**config.mk**
```make
export PLATFORM = sky130hd
export DESIGN_NAME = serial_word_adder
export DESIGN_NICKNAME = d
export VERILOG_FILES = /design/src/rtl/serial_adder_pkg.sv /design/src/rtl/adder.sv /design/src/rtl/serial_word_adder.sv
export SDC_FILE = /design/constraint.sdc
export NUM_CORES = 1
export LEC_CHECK = 0
export ABC_CLOCK_PERIOD_IN_PS = 4240
export CAP_MARGIN = 20
export CORE_MARGIN = 5
export CORE_UTILIZATION = 45
export CTS_CLUSTER_SIZE = 40
export DETAILED_ROUTE_END_ITERATION = 8
export PLACE_DENSITY = 0.73
export SYNTH_ARGS = -nofsm -noshare
export SYNTH_HDL_FRONTEND = slang
export SYNTH_SLANG_ARGS = --single-unit
```
**constraint.sdc**
```tcl
create_clock -name clk -period 4.24 [get_ports clk]
set_input_delay 0.848 -clock clk [delete_from_list [all_inputs] [get_ports clk]]
set_output_delay 0.848 -clock clk [all_outputs]
set_load 0.1 [all_outputs]
```
**src/rtl/serial_adder_pkg.sv**
```systemverilog
// rtl/serial_adder_pkg.sv - shared types for the serial word adder
// Contents: BYTE_W, sa_state_t (IDLE/ADD/DONE), byte_t.
package serial_adder_pkg;

    localparam int BYTE_W = 8;

    typedef enum logic [1:0] {
        IDLE,
        ADD,
        DONE
    } sa_state_t;

    typedef logic [BYTE_W-1:0] byte_t;

endpackage

```
**src/rtl/adder.sv**
```systemverilog
// rtl/adder.sv - combinational 8-bit adder with carry in/out
// Ports: x, y (8b operands), carry_in, sum (8b), carry_output_bit.
module adder
    import serial_adder_pkg::*;
(
    input  byte_t x,
    input  byte_t y,
    input  logic  carry_in,
    output logic  carry_output_bit,
    output byte_t sum
);

    assign {carry_output_bit, sum} = {1'b0, x} + {1'b0, y} + {{BYTE_W{1'b0}}, carry_in};

endmodule

```
**src/rtl/serial_word_adder.sv**
```systemverilog
// rtl/serial_word_adder.sv - byte-serial wide adder sequencing the 8-bit adder
// Ports: clk, rst_n (sync, active-low); in_valid/in_ready/in_a/in_b/in_carry operand
// handshake; out_valid/out_ready/out_sum/out_carry result handshake.
module serial_word_adder
    import serial_adder_pkg::*;
#(
    parameter int WORD_BYTES = 4
) (
    input  logic                    clk,
    input  logic                    rst_n,
    input  logic                    in_valid,
    output logic                    in_ready,
    input  logic [8*WORD_BYTES-1:0] in_a,
    input  logic [8*WORD_BYTES-1:0] in_b,
    input  logic                    in_carry,
    output logic                    out_valid,
    input  logic                    out_ready,
    output logic [8*WORD_BYTES-1:0] out_sum,
    output logic                    out_carry
);

    localparam int IDX_W = (WORD_BYTES > 1) ? $clog2(WORD_BYTES) : 1;
    localparam logic [IDX_W-1:0] LAST_IDX = IDX_W'(WORD_BYTES - 1);

    sa_state_t                   state;
    logic [IDX_W-1:0]            idx;
    logic                        carry_q;
    byte_t [WORD_BYTES-1:0]      a_q;
    byte_t [WORD_BYTES-1:0]      b_q;
    byte_t [WORD_BYTES-1:0]      res_q;

    byte_t x_byte;
    byte_t y_byte;
    byte_t sum_byte;
    logic  carry_next;

    always_comb begin
        x_byte = a_q[idx];
        y_byte = b_q[idx];
    end

    adder u_adder (
        .x                (x_byte),
        .y                (y_byte),
        .carry_in         (carry_q),
        .carry_output_bit (carry_next),
        .sum              (sum_byte)
    );

    // The running carry doubles as the final carry once DONE is reached.
    assign out_sum   = res_q;
    assign out_carry = carry_q;

    always_ff @(posedge clk) begin
        if (!rst_n) begin
            state     <= IDLE;
            idx       <= '0;
            carry_q   <= 1'b0;
            a_q       <= '0;
            b_q       <= '0;
            res_q     <= '0;
            in_ready  <= 1'b1;
            out_valid <= 1'b0;
        end else begin
            case (state)
                IDLE: begin
                    if (in_valid) begin
                        a_q      <= in_a;
                        b_q      <= in_b;
                        carry_q  <= in_carry;
                        idx      <= '0;
                        res_q    <= '0;
                        in_ready <= 1'b0;
                        state    <= ADD;
                    end
                end
                ADD: begin
                    res_q[idx] <= sum_byte;
                    carry_q    <= carry_next;
                    if (idx == LAST_IDX) begin
                        out_valid <= 1'b1;
                        state     <= DONE;
                    end else begin
                        idx <= idx + 1'b1;
                    end
                end
                DONE: begin
                    if (out_ready) begin
                        out_valid <= 1'b0;
                        in_ready  <= 1'b1;
                        state     <= IDLE;
                    end
                end
                default: begin
                    out_valid <= 1'b0;
                    in_ready  <= 1'b1;
                    state     <= IDLE;
                end
            endcase
        end
    end

endmodule
```
# Yosys cells after proc, flatten, opt, wreduce, memory -nomap -nowiden
# Cells that the tools add are included.
# word_totals
in_bits	69
output_inout_bits	35
word_cells	64
register_bits	103
# classes
n_reduce_logical	9
mux	24
n_eq_ne	7
magnitude_cmp	2
n_bitwise	2
add_sub_neg	3
# op_table
operator	n
one-hot mux 32 bit (2 select lines)	1
binary-select mux 8 bit (select 2 bit)	2
bitwise mux 32 bit	1
two-way mux 32 bit	1
two-way mux 8 bit	3
demux 8 bit (select 2 bit)	1
AND reduction 3 bit	4
two-way mux 2 bit	5
adder 8 x 8 -> 9 bit	1
adder 9 x 1 -> 9 bit	1
!= test 2 bit (second input constant)	4
one-hot mux 1 bit (3 select lines)	2
one-hot mux 2 bit (3 select lines)	1
two-way mux 1 bit	5
equality test 2 bit (second input constant)	2
one-hot mux 2 bit (2 select lines)	1
AND reduction 2 bit	2
< comparator 2 x 3 -> 1 bit (second input constant)	1
adder 2 x 1 -> 2 bit (second input constant)	1
equality test 2 x 1 -> 1 bit (second input constant)	1
greater-or-equal comparator 2 x 1 -> 1 bit (second input constant)	1
logical NOT 2 bit	1
NOT 1 bit	2
one-hot mux 1 bit (2 select lines)	1
2 further kinds	2

# Logic depth before layout (Yosys ltp)
# logic_depth
word_depth	6
mapped_depth	11
depth_no_buf	9

# Cells and area by module
# A second synthesis with hierarchy kept.
# hier_totals
cells_unflattened	498
area_unflattened_um2	4665.7
# by_module_without_submodules
mod	n_inst	cells_each	seq_area_each_um2	area_per_inst_um2
serial_word_adder	1	461	2062.0	4340.4
adder	1	37	0.0	325.3

# Worst setup path before layout
# Ideal clock, no wire load.
# synth_path
kind	reg2reg
start	reg idx[1]
end	reg res_q, in the netlist out_sum[14]
path_stages_with_launch	12
arrival_ns	2.933
n_path_buf	2
slack_ns	1.180
required_time_ns	4.113
setup_ns	0.127
synth_period_minus_slack_ns	3.060
path_cell_list	dfxtp_1 > buf_2 > buf_1 > mux4_2 > fa_1 > inv_1 > fa_1 > nor2b_4 > o31a_1 > or4_4 > o311ai_4 > o21ai_2
# synth_between
elab_chain_len	6
word_cells_on_any_way	13
cone_classes	add/sub (2); order compare (2); mux (8); reduce/logical (1)
# synth_rtl
element	line	source
start: declaration	serial_word_adder.sv:26	logic [IDX_W-1:0] idx;
start signal: assignment	serial_word_adder.sv:84	idx <= idx + 1'b1;
binary-select mux 8 bit (select 2 bit), or another cell as far along	serial_word_adder.sv:38	x_byte = a_q[idx];
two-way mux 8 bit (not written as such), or another cell as far along	serial_word_adder.sv:38	
adder 8 x 8 -> 9 bit / two-way mux 8 bit (equally long branches)	adder.sv:13, serial_word_adder.sv:78	
adder 9 x 1 -> 9 bit / demux 8 bit (select 2 bit) (equally long branches)	adder.sv:13, serial_word_adder.sv:78	
bitwise mux 32 bit *	serial_word_adder.sv:78	res_q[idx] <= sum_byte;
one-hot mux 32 bit (2 select lines) *	serial_word_adder.sv:65	case (state)
end signal: indexed assignment	serial_word_adder.sv:78	
end: declaration	serial_word_adder.sv:30	byte_t [WORD_BYTES-1:0] res_q;
# Mark *: on every way between the ends. The rest lies on a longest branch, timed or not. The select of a mux whose other input is x is not followed.
# A chain may end at the register's enable or synchronous reset.

# Worst setup path in the final report
# layout_path
start	reg idx[1]
end	reg res_q, in the netlist out_sum[6]
# The elaborated chain is that of the path after synthesis.

==> flow_metrics.py <==
metrics = {
    "power_and_ir_drop": {
        "leakage_nw": 2.11,
        "ir_drop_v": 0.000184,
        "power_density_nw_per_um2": 348,
        "report.power.total_mw": 2.02,
    },
    "yosys": {
        "synth_fa_ha_area_frac": 0.0396,
        "avgSynthCellArea_um2": 9.15,
        "synth_top_family_by_area": "compound AO/OA/AOI/OAI gates",
        "ys_seq_area_frac": 0.460,
        "synth_nets": 572,
        "synth_cell_types": 43,
        "synth_area_um2": 4480,
        "synth-xor-area-share": 0.00781,
        "yosys.area_share.simple": 0.182,
        "ys_seq_elements": 103,
        "synthMuxAreaShare": 0.0804,
        "synthCells": 490,
        "yosysWarnings": 0,
        "synth-compound-area-share": 0.190,
    },
    "floorplan": {
        "num_rows": 36,
        "core_um2": 9730,
        "die-height_um": 110,
        "initial_core_util": 0.461,
        "die_w_um": 110,
        "die-area_um2": 12100,
        "ios": 104,
    },
    "global_routing": {
        "grt_pass1_vias": 3755,
        "antenna_found_initial": 0,
        "grt_pass1_wl_um": 18300,
        "grt-ovfl-total": 0,
        "grt_use_total": 0.191,
        "grt_start_max_net_pins": 67,
    },
    "detailed_routing": {
        "routed_via_density": 5.22,
        "drtIter0Drc": 161,
        "wire_per_inst_um": 15.3,
        "drtPass1Iterations": 4,
        "vias": 3725,
        "route.detailed.drc": 0,
        "routed_wl_um": 10900,
        "ant_nets": 0,
    },
    "clocking": {
        "clkLatencyLatePin_ns": 0.36,
        "cts_tree": "yes",
        "cts_sinks": 103,
        "cts_made_buffers": 9,
        "cts_resized": 0,
        "clk_pin_slew_ns": 0.09,
        "cts_buffer_depth": 2,
        "htree_levels": 3,
        "root_buffer": "clkbuf_8",
        "post_cts_buffers": 0,
        "postCtsHoldBufs": 0,
    },
    "critical_path": {
        "path_max_fanout": 10,
        "setup.worst_path.end_class": "flip-flop",
        "critPathLaunchType": "flip-flop",
        "cp.arrival_ns": 3.39,
        "path_class": "reg -> reg",
        "required_ns": 4.48,
    },
    "final_layout": {
        "layout_commonest_cell": "nand2_1",
        "drive_above_1_share": 0.0929,
        "syn2layout_area_growth_pct": 29.1,
        "final_cell_mix": "nand2_1, dfxtp_1, clkdlybuf4s50_1, a21oi_1, a21boi_0",
        "fin_nets": 658,
        "antenna_cells": 0,
        "n_fill_cell": 890,
        "final_util": 0.595,
    },
    "sta": {
        "maxSlewViolCount": 0,
        "post-route-period-util": 0.743,
        "relSlewSlack": 0.342,
        "setup_viol": 0,
        "setup_tns_ns": 0,
        "min_period_ns": 3.15,
        "clock.fmax_ghz": 0.318,
        "worst_pin_slew_ns": 0.983,
        "hold_violations": 0,
        "hold_ws_ns": 0.457,
        "rsz0062_at_grt": "false",
        "clock_skew_ns": 0.00792,
    },
    "place": {
        "numPortBuffers": 103,
        "gp_congestion": 0.815,
        "place_hpwl_um": 8270,
    },
    "worst_hold_path": {
        "hold_class": "reg -> reg",
    },
    "outcome": {
        "status": "finished clean",
    },
    "run": {
        "maxCapViolCount": 0,
    },
}
==> cell families after synthesis <==
group / after synthesis
buffers and inverters: 42
multiplexers: 16
AO/OA/AOI/OAI: 120
flip-flops: 103
adder cells (fa/ha/maj): 13
XOR/XNOR: 4
AND/OR/NAND/NOR: 192
==> power by group <==
part	internal, mW	switching (mW)
registers	1.01	0.0276
logic	0.154	0.203
clock network	0.304	0.318
==> path summary, 6_finish.rpt <==
| path | cells past startpoint | start | end | slack (ns) |
|---|---|---|---|---|
| max | 9 | idx[1]$_SDFFE_PN0P_ | out_sum[6]$_SDFFE_PN0P_ | 1.09 |
| min reg2reg | 2 | b_q[30]$_SDFFE_PN0P_ | b_q[30]$_SDFFE_PN0P_ | 0.46 |
| max reg2reg | 9 | idx[1]$_SDFFE_PN0P_ | out_sum[6]$_SDFFE_PN0P_ | 1.09 |
| min | 2 | b_q[30]$_SDFFE_PN0P_ | b_q[30]$_SDFFE_PN0P_ | 0.46 |
==> sequential cells by signal, summed over array words and instances (netlist names) <==
| name | cells |
|---|---|
| idx | 2 |
| out_sum | 32 |
| b_q | 32 |
| in_ready | 1 |
| out_valid | 1 |
| a_q | 32 |
| out_carry | 1 |
| state | 2 |
==> cells in the mapped netlist <==
master	count	area, um^2
nor2_1	24	90.1
buf_1	1	3.75
a21oi_1	34	170
dfxtp_1	103	2060
nor2_2	3	18.8
o31a_1	2	17.5
o21ai_0	8	40.0
o21ai_2	4	35.0
nor2b_1	3	18.8
nor2b_4	1	13.8
and2_1	2	12.5
or4_4	1	11.3
fa_1	2	40.0
mux4_2	16	360
xnor2_1	2	17.5
and3_1	3	18.8
or2_2	1	6.26
o311ai_4	1	26.3
a21boi_0	29	218
a32o_1	8	80.1
o31ai_4	1	21.3
xor2_1	2	17.5
o211ai_1	1	7.51
nor4b_1	1	8.76
nand3_1	8	40.0
clkbuf_1	14	52.6
o21a_1	2	15.0
nand2b_4	1	13.8
o22ai_1	1	6.26
and2_0	2	12.5
inv_1	8	30.0
buf_2	19	95.1
a21o_1	1	7.51
a22oi_1	17	128
ha_1	11	138
nor2_4	1	11.3
a211oi_1	1	7.51
nand2_1	136	510
or2_1	1	6.26
nand2b_1	1	6.26
a21boi_1	9	67.6
a31oi_1	1	6.26
nor3_1	3	15.0
==> metrics by stage <==
step                      setup slack, ns  area (um^2)  cells
after global placement               1.17         5560    697
after detailed placement             1.09         5560    697
final                                1.09         5790    714
after floorplan                      1.18         4480    490
after CTS                            1.07         5770    713
after global routing                0.927         5790    714
==> critical path, stage by stage (launching register included) <==
cell and delay [ns]:
dfxtp_1 0.65, mux4_2 0.59, fa_1 0.45, inv_1 0.09, fa_1 0.25, nor2b_4 0.06, o31a_1 0.29, or4_4 0.44
o311ai_4 0.12, o21ai_2 0.10
==> routing by layer <==
metal | global-route usage | vias up | part of all wire
li1 | - | 1854 | -
met1 | 0.262 | 1738 | 0.45
met2 | 0.304 | 114 | 0.47
met3 | 0.0376 | 19 | 0.057
met4 | 0.0597 | 0 | 0.017
met5 | 0 | - | 0
==> area by class of cell <==
type / count / area [um^2] / share of cell area
inverters: 8 / 30.0 / 0.00519
repair buffers: 109 / 1080 / 0.187
flip-flops and latches: 103 / 2060 / 0.356
clock buffers: 11 / 151 / 0.0261
multi-input cells: 345 / 2240 / 0.387
well taps: 133 / 166 / 0.0287
clock inverters: 5 / 56.3 / 0.00972
(Power assumes the default switching activity.)
